File: src/rtl/axis_to_avalon_st.sv
// axis_to_avalon_st
// AXI4-Stream (tkeep/tlast/tuser) to Avalon-ST (sop/eop/empty/error) bridge
// feeding the MAC TX client port. Regenerates sop, derives empty from tkeep,
// optionally reverses byte lane order, flags malformed beats and keeps
// frame/error statistics. A two-entry skid buffer (output register plus temp
// register) keeps s_axis_tready registered while sustaining one beat per clock.

module axis_to_avalon_st #(
    parameter int DATA_WIDTH  = 512,
    parameter int KEEP_WIDTH  = DATA_WIDTH / 8,
    parameter int EMPTY_WIDTH = 6,
    parameter bit BYTE_SWAP   = 1'b1
) (
    input  logic                   clk,
    input  logic                   rst,

    input  logic [DATA_WIDTH-1:0]  s_axis_tdata,
    input  logic [KEEP_WIDTH-1:0]  s_axis_tkeep,
    input  logic                   s_axis_tvalid,
    output logic                   s_axis_tready,
    input  logic                   s_axis_tlast,
    input  logic                   s_axis_tuser,

    output logic [DATA_WIDTH-1:0]  out_data,
    output logic                   out_valid,
    output logic                   out_sop,
    output logic                   out_eop,
    output logic [EMPTY_WIDTH-1:0] out_empty,
    output logic                   out_error,
    input  logic                   out_ready,

    output logic [31:0]            stat_frames,
    output logic [15:0]            stat_errors,
    output logic                   stat_malformed
);

    localparam int                     COUNT_WIDTH     = $clog2(KEEP_WIDTH + 1);
    localparam logic [KEEP_WIDTH-1:0]  KEEP_ONE        = KEEP_WIDTH'(1);
    localparam logic [EMPTY_WIDTH-1:0] EMPTY_ZERO_KEEP = EMPTY_WIDTH'(KEEP_WIDTH - 1);

    // Per-beat Avalon sideband carried alongside the data through the buffer.
    typedef struct packed {
        logic                   sop;
        logic                   eop;
        logic [EMPTY_WIDTH-1:0] empty;
        logic                   error;
    } side_t;

    // ------------------------------------------------------------------
    // Input beat decode (purely combinational, only committed on accept)
    // ------------------------------------------------------------------
    logic [DATA_WIDTH-1:0]  swapped_data;
    logic [COUNT_WIDTH-1:0] keep_count;
    logic                   keep_full;
    logic                   keep_zero;
    logic                   keep_contig;
    logic                   beat_malformed;
    logic [EMPTY_WIDTH-1:0] beat_empty;
    side_t                  in_side;
    logic                   in_accept;

    // Frame tracking state.
    logic                   first_beat;
    logic                   frame_err;

    // Skid buffer state and next-state controls.
    side_t                  out_side;
    logic                   temp_valid;
    logic [DATA_WIDTH-1:0]  temp_data;
    side_t                  temp_side;
    logic                   out_valid_next;
    logic                   temp_valid_next;
    logic                   ready_next;
    logic                   store_in_to_out;
    logic                   store_in_to_temp;
    logic                   store_temp_to_out;

    assign in_accept = s_axis_tvalid & s_axis_tready;

    // Lane reordering: AXIS byte 0 becomes the most significant Avalon byte.
    generate
        if (BYTE_SWAP) begin : g_swap
            for (genvar i = 0; i < KEEP_WIDTH; i++) begin : g_lane
                assign swapped_data[DATA_WIDTH-1-8*i -: 8] = s_axis_tdata[8*i +: 8];
            end
        end else begin : g_pass
            assign swapped_data = s_axis_tdata;
        end
    endgenerate

    // Population count of tkeep, used to derive empty on the last beat.
    always_comb begin
        // NOTE: every variable written here gets a default first, so no path
        // can leave it unassigned and infer a latch.
        keep_count = '0;
        for (int i = 0; i < KEEP_WIDTH; i++) begin
            keep_count = keep_count + COUNT_WIDTH'(s_axis_tkeep[i]);
        end
    end

    // A valid last-beat mask is 2^n-1: adding one clears every set bit.
    assign keep_full   = &s_axis_tkeep;
    assign keep_zero   = ~|s_axis_tkeep;
    assign keep_contig = ~|(s_axis_tkeep & (s_axis_tkeep + KEEP_ONE));

    assign beat_malformed = s_axis_tlast ? (keep_zero | ~keep_contig) : ~keep_full;

    // Empty count: only meaningful on the eop beat; a zero mask is pinned to
    // the largest legal value since Avalon cannot express an empty beat.
    always_comb begin
        beat_empty = '0;
        if (s_axis_tlast) begin
            if (keep_zero) begin
                beat_empty = EMPTY_ZERO_KEEP;
            end else begin
                beat_empty = EMPTY_WIDTH'(KEEP_WIDTH - int'(keep_count));
            end
        end
    end

    // Sideband for the incoming beat; error folds in earlier malformed beats,
    // tuser and the last beat's own mask check, and is only shown on eop.
    always_comb begin
        in_side.sop   = first_beat;
        in_side.eop   = s_axis_tlast;
        in_side.empty = beat_empty;
        in_side.error = s_axis_tlast & (frame_err | s_axis_tuser | beat_malformed);
    end

    // ------------------------------------------------------------------
    // Skid buffer
    // ------------------------------------------------------------------

    // Next-state for the two buffer entries and the registered ready.
    always_comb begin
        out_valid_next    = out_valid;
        temp_valid_next   = temp_valid;
        store_in_to_out   = 1'b0;
        store_in_to_temp  = 1'b0;
        store_temp_to_out = 1'b0;

        // Ready falls only when both entries will be occupied.
        ready_next = out_ready | (~temp_valid & (~out_valid | ~s_axis_tvalid));

        if (s_axis_tready) begin
            // Temp is always empty while ready is high.
            if (out_ready || !out_valid) begin
                out_valid_next  = s_axis_tvalid;
                store_in_to_out = s_axis_tvalid;
            end else begin
                temp_valid_next  = s_axis_tvalid;
                store_in_to_temp = s_axis_tvalid;
            end
        end else if (out_ready) begin
            out_valid_next    = temp_valid;
            temp_valid_next   = 1'b0;
            store_temp_to_out = 1'b1;
        end
    end

    // Control registers of the skid buffer, cleared by reset so any
    // buffered beats are discarded.
    always_ff @(posedge clk) begin
        // NOTE: sequential state uses non-blocking assignments so every
        // register in the design samples pre-edge values.
        if (rst) begin
            out_valid     <= 1'b0;
            temp_valid    <= 1'b0;
            s_axis_tready <= 1'b0;
            out_side      <= '0;
            temp_side     <= '0;
        end else begin
            out_valid     <= out_valid_next;
            temp_valid    <= temp_valid_next;
            s_axis_tready <= ready_next;

            if (store_in_to_out) begin
                out_side <= in_side;
            end else if (store_temp_to_out) begin
                out_side <= temp_side;
            end

            if (store_in_to_temp) begin
                temp_side <= in_side;
            end
        end
    end

    // Wide data registers, loaded on the same strobes as the sideband.
    always_ff @(posedge clk) begin
        // NOTE: data is always qualified by a valid flag, so these registers
        // carry no reset.
        if (store_in_to_out) begin
            out_data <= swapped_data;
        end else if (store_temp_to_out) begin
            out_data <= temp_data;
        end

        if (store_in_to_temp) begin
            temp_data <= swapped_data;
        end
    end

    assign out_sop   = out_side.sop;
    assign out_eop   = out_side.eop;
    assign out_empty = out_side.empty;
    assign out_error = out_side.error;

    // ------------------------------------------------------------------
    // Frame tracking and statistics
    // ------------------------------------------------------------------

    // First-beat flag and error accumulator advance on every accepted beat;
    // the malformed pulse follows acceptance by one cycle.
    always_ff @(posedge clk) begin
        if (rst) begin
            first_beat     <= 1'b1;
            frame_err      <= 1'b0;
            stat_malformed <= 1'b0;
        end else begin
            stat_malformed <= in_accept & beat_malformed;
            if (in_accept) begin
                first_beat <= s_axis_tlast;
                frame_err  <= s_axis_tlast ? 1'b0 : (frame_err | beat_malformed);
            end
        end
    end

    // Frame and error counters advance when an eop beat leaves the block.
    always_ff @(posedge clk) begin
        if (rst) begin
            stat_frames <= '0;
            stat_errors <= '0;
        end else if (out_valid && out_ready && out_side.eop) begin
            stat_frames <= stat_frames + 32'd1;
            if (out_side.error && (stat_errors != 16'hFFFF)) begin
                stat_errors <= stat_errors + 16'd1;
            end
        end
    end

endmodule

File: config.mk
export PLATFORM = sky130hd
export DESIGN_NAME = axis_to_avalon_st
export DESIGN_NICKNAME = d
export VERILOG_FILES = /design/src/rtl/axis_to_avalon_st.sv
export SDC_FILE = /design/constraint.sdc
export NUM_CORES = 2
export LEC_CHECK = 0
export CORE_AREA = 2 2 449 451
export CTS_BUF_LIST = sky130_fd_sc_hd__clkbuf_4
export DETAILED_ROUTE_END_ITERATION = 16
export DIE_AREA = 0 0 451 453
export SYNTH_ARGS = -nofsm -noshare
export SYNTH_HDL_FRONTEND = slang
export SYNTH_SLANG_ARGS = --single-unit
File: constraint.sdc
create_clock -name clk -period 16.3 [get_ports clk]
set_input_delay 1.63 -clock clk [delete_from_list [all_inputs] [get_ports clk]]
set_output_delay 1.63 -clock clk [all_outputs]
set_load 0.1 [all_outputs]
==> impl_metrics.yaml <==
run_status:
  status: "finished clean"
placement:
  placed_cells: 7234
  gp_congestion: 0.893
  port_buffers: 1153
  dp_hpwl_um: 121000
setup_path:
  r2r-start: "s_axis_tready"
  max_stage_delay_ps: 660
  cp_top_family: "adder cells"
  crit_start: "s_axis_tkeep[3]"
  critPathKind: "in -> reg"
  worstSetupEndpointType: "flip-flop"
  slowest_stage: "clkdlybuf4s50_1"
  cp-start-kind: "input pin"
  worst_ep_arrival_time_ps: 8220
  cp_max_fo: 6
  cp.required_ps: 17380
  cp_num_buf_inv: 7
  crit_top_cell: "fa_1"
logic_synthesis:
  ys.warnings.count: 0
  syn_inst: 3528
  synth_flop_cell: "edfxtp_1"
  async_flop_share_pct: 0
  seq_area_frac_synth_pct: 73.2
  synth_edf_count: 1024
  synthesis.area_sq_mm: 0.0440
  synth.distinct_cells: 63
  synth_nets: 4254
  syn_avg_cell_area_sq_um: 12.5
  ys_ff_latch: 1096
power:
  clockPowerShare_pct: 27.1
  p_seq_share_pct: 34.6
  p_sw_mw: 3.40
  vdd_drop_max_uv: 595
  finalPower_mw: 9.41
  cellPowerDensity_mw_per_mm2: 151
  comb_power_share_pct: 38.3
  p_int_mw: 6.01
  switching_share_pct: 36.1
  leakagePower_nw: 24.2
sta:
  finalSetupViolCount: 0
  worstMarginPinSlew_ps: 1190
  finalMaxSlewViolations: 0
  rsz0062_at_grt: "no"
  fin_tns_setup_ps: 0
  fmax_mhz: 140
  min_period_ps: 7140
  min_period_over_period_pct: 43.8
  timing.slew.headroom_pct: 20.3
  finalHoldViolCount: 0
  fin_skew_ps: 116
die:
  dieArea_sq_mm: 0.204
  row_count: 164
  chipWidth_um: 451
  die_h_um: 453
  ios: 1154
  core_area_sq_mm: 0.199
  start_util_pct: 22.1
clock_network:
  tritoncts: "done"
  cts_resized: 0
  numCtsBuffers: 321
  clkTransAtPathRegs_ps: 60
  post-cts-setup-buffers: 0
  cts-root-buf: "clkbuf_4"
  htree_levels: 5
  clock_latency_ps: 1330
  postCtsHoldBufs: 0
  clk_path_buf_depth: 4
  clock_sinks: 1096
grt:
  grt_pass1_vias: 32500
  grt_max_degree: 169
  grt_pass1_wl_um: 231000
  gr-total-overflow: 0
  track_usage_pct: 15.5
  antenna_found_initial: 79
layout:
  syn_to_final_growth_pct: 42.0
  stdcell_count: 7787
  num-fill-cells: 20100
  layout.nets: 5627
  drive_gt1_share_pct: 11.2
route:
  routedWlPerCell_um: 21.0
  vias_per_cell: 4.16
  antenna_left: 0
  drtIter0Drc: 2345
  drt-pass1-iter-count: 6
  vias: 32400
  drc: 0
  wirelength_um: 164000
worst_hold_path:
  hp-class: "reg -> reg"
  hp-start: "temp_side[4]"
flow_run:
  cap_violations: 0
==> per-layer routing <==
metal  routed length (um)  vias up  share of wire [%]  global-route usage [%]
li1                     -    14900                  -                       -
met1                61800    15600                 38                    17.7
met2                80200     1490                 49                    25.9
met3                15400      369                9.4                    6.04
met4                 5780       58                3.5                    6.26
met5                  378        -               0.23                       0
==> sequential cells by signal (all words and copies together) (netlist names), 6 cells and up <==
signal / count
out_empty: 6
stat_errors: 16
stat_frames: 32
temp_data: 512
out_data: 512
temp_side: 9
==> final timing paths <==
path                            slack (ps)  cells after the start            end
worst max-delay path                  9160                     25   temp_side[6]
worst min-delay path                   430                      2   out_empty[3]
worst max register to register       11690                      6  out_data[199]
worst min register to register         430                      2   out_empty[3]
==> cells in the mapped netlist (7+ instances only) <==
master	instances	area [sq um]
o21ai_0	24	120
nor2_1	75	282
nand4_1	36	225
o31ai_1	7	52.6
dfxtp_1	72	1440
a21oi_1	28	140
edfxtp_1	1024	30700
or3_1	13	81.3
fa_1	52	1040
and4_1	9	78.8
and3_1	15	93.8
nand3_1	23	115
xor2_1	25	219
inv_1	162	608
nor4_1	15	93.8
clkbuf_1	126	473
xnor2_1	20	175
ha_1	92	1150
nor3_1	7	35.0
nand2_1	1615	6060
==> cell families after synthesis <==
kind of cell,Yosys count,share of synthesized area [%]
and+or+nand+nor,1846,16.8
DFF,1096,73.2
buffers and inverters,292,2.50
adders and majority gates,144,4.99
AOI/OAI and AO/OA,103,1.52
xor gates and xnor gates,45,0.897
muxes,2,0.0455
==> final cells by class <==
| cell class | count | area [sq um] | share of cell area (%) |
|---|---|---|---|
| Antenna cell | 29 | 72.6 | 0.116 |
| Clock buffer | 469 | 3520 | 5.64 |
| Clock inverter | 55 | 324 | 0.519 |
| Multi-Input combinational cell | 2140 | 10700 | 17.1 |
| Inverter | 162 | 616 | 0.986 |
| Sequential cell | 1096 | 32200 | 51.6 |
| Tap cell | 2656 | 3320 | 5.32 |
| Timing Repair Buffer | 1180 | 11700 | 18.7 |
==> cell usage in the layout, fill, tap and decap left out, drive strengths merged, types with 5 or more instances in the layout <==
master,instances
a21oi,28
and2,5
and3,15
and4,9
buf,66
clkbuf,469
clkdlybuf4s50,1114
clkinv,45
dfxtp,72
diode,29
edfxtp,1024
fa,52
ha,92
inv,167
nand2,1615
nand3,23
nand4,39
nor2,75
nor3,9
nor4,18
o21ai,26
o31ai,7
or3,13
xnor2,20
xor2,25
==> worst min-delay path: stages (launching register included) <==
cell and delay, ps:
dfxtp_1 310, nand2_1 60, a311oi_1 80
==> power by group through the flow <==
stage / Combinational, mW / Sequential (mW) / Clock (mW)
5_1_grt: 4.09 / 3.27 / 2.80
6_report: 3.61 / 3.26 / 2.55
3_5_place_dp: 3.62 / 3.32 / 0
2_1_floorplan: 2.06 / 4.08 / 0
4_1_cts: 3.65 / 3.26 / 2.66
3_3_place_gp: 3.60 / 3.31 / 0
==> through the flow <==
| stage | utilization (%) | setup WS, ps | hold slack [ps] | instance area (sq um) |
|---|---|---|---|---|
| after detailed placement | 29.4 | 7930 | 448 | 58500 |
| after CTS | 31.3 | 9410 | 441 | 62400 |
| after global placement | 29.4 | 7940 | 444 | 58500 |
| after floorplan | - | 1540 | 432 | 44000 |
| final | 31.3 | 9160 | 435 | 62400 |
| after global routing | 31.3 | 9070 | 455 | 62400 |
(Power assumes the default switching activity.)
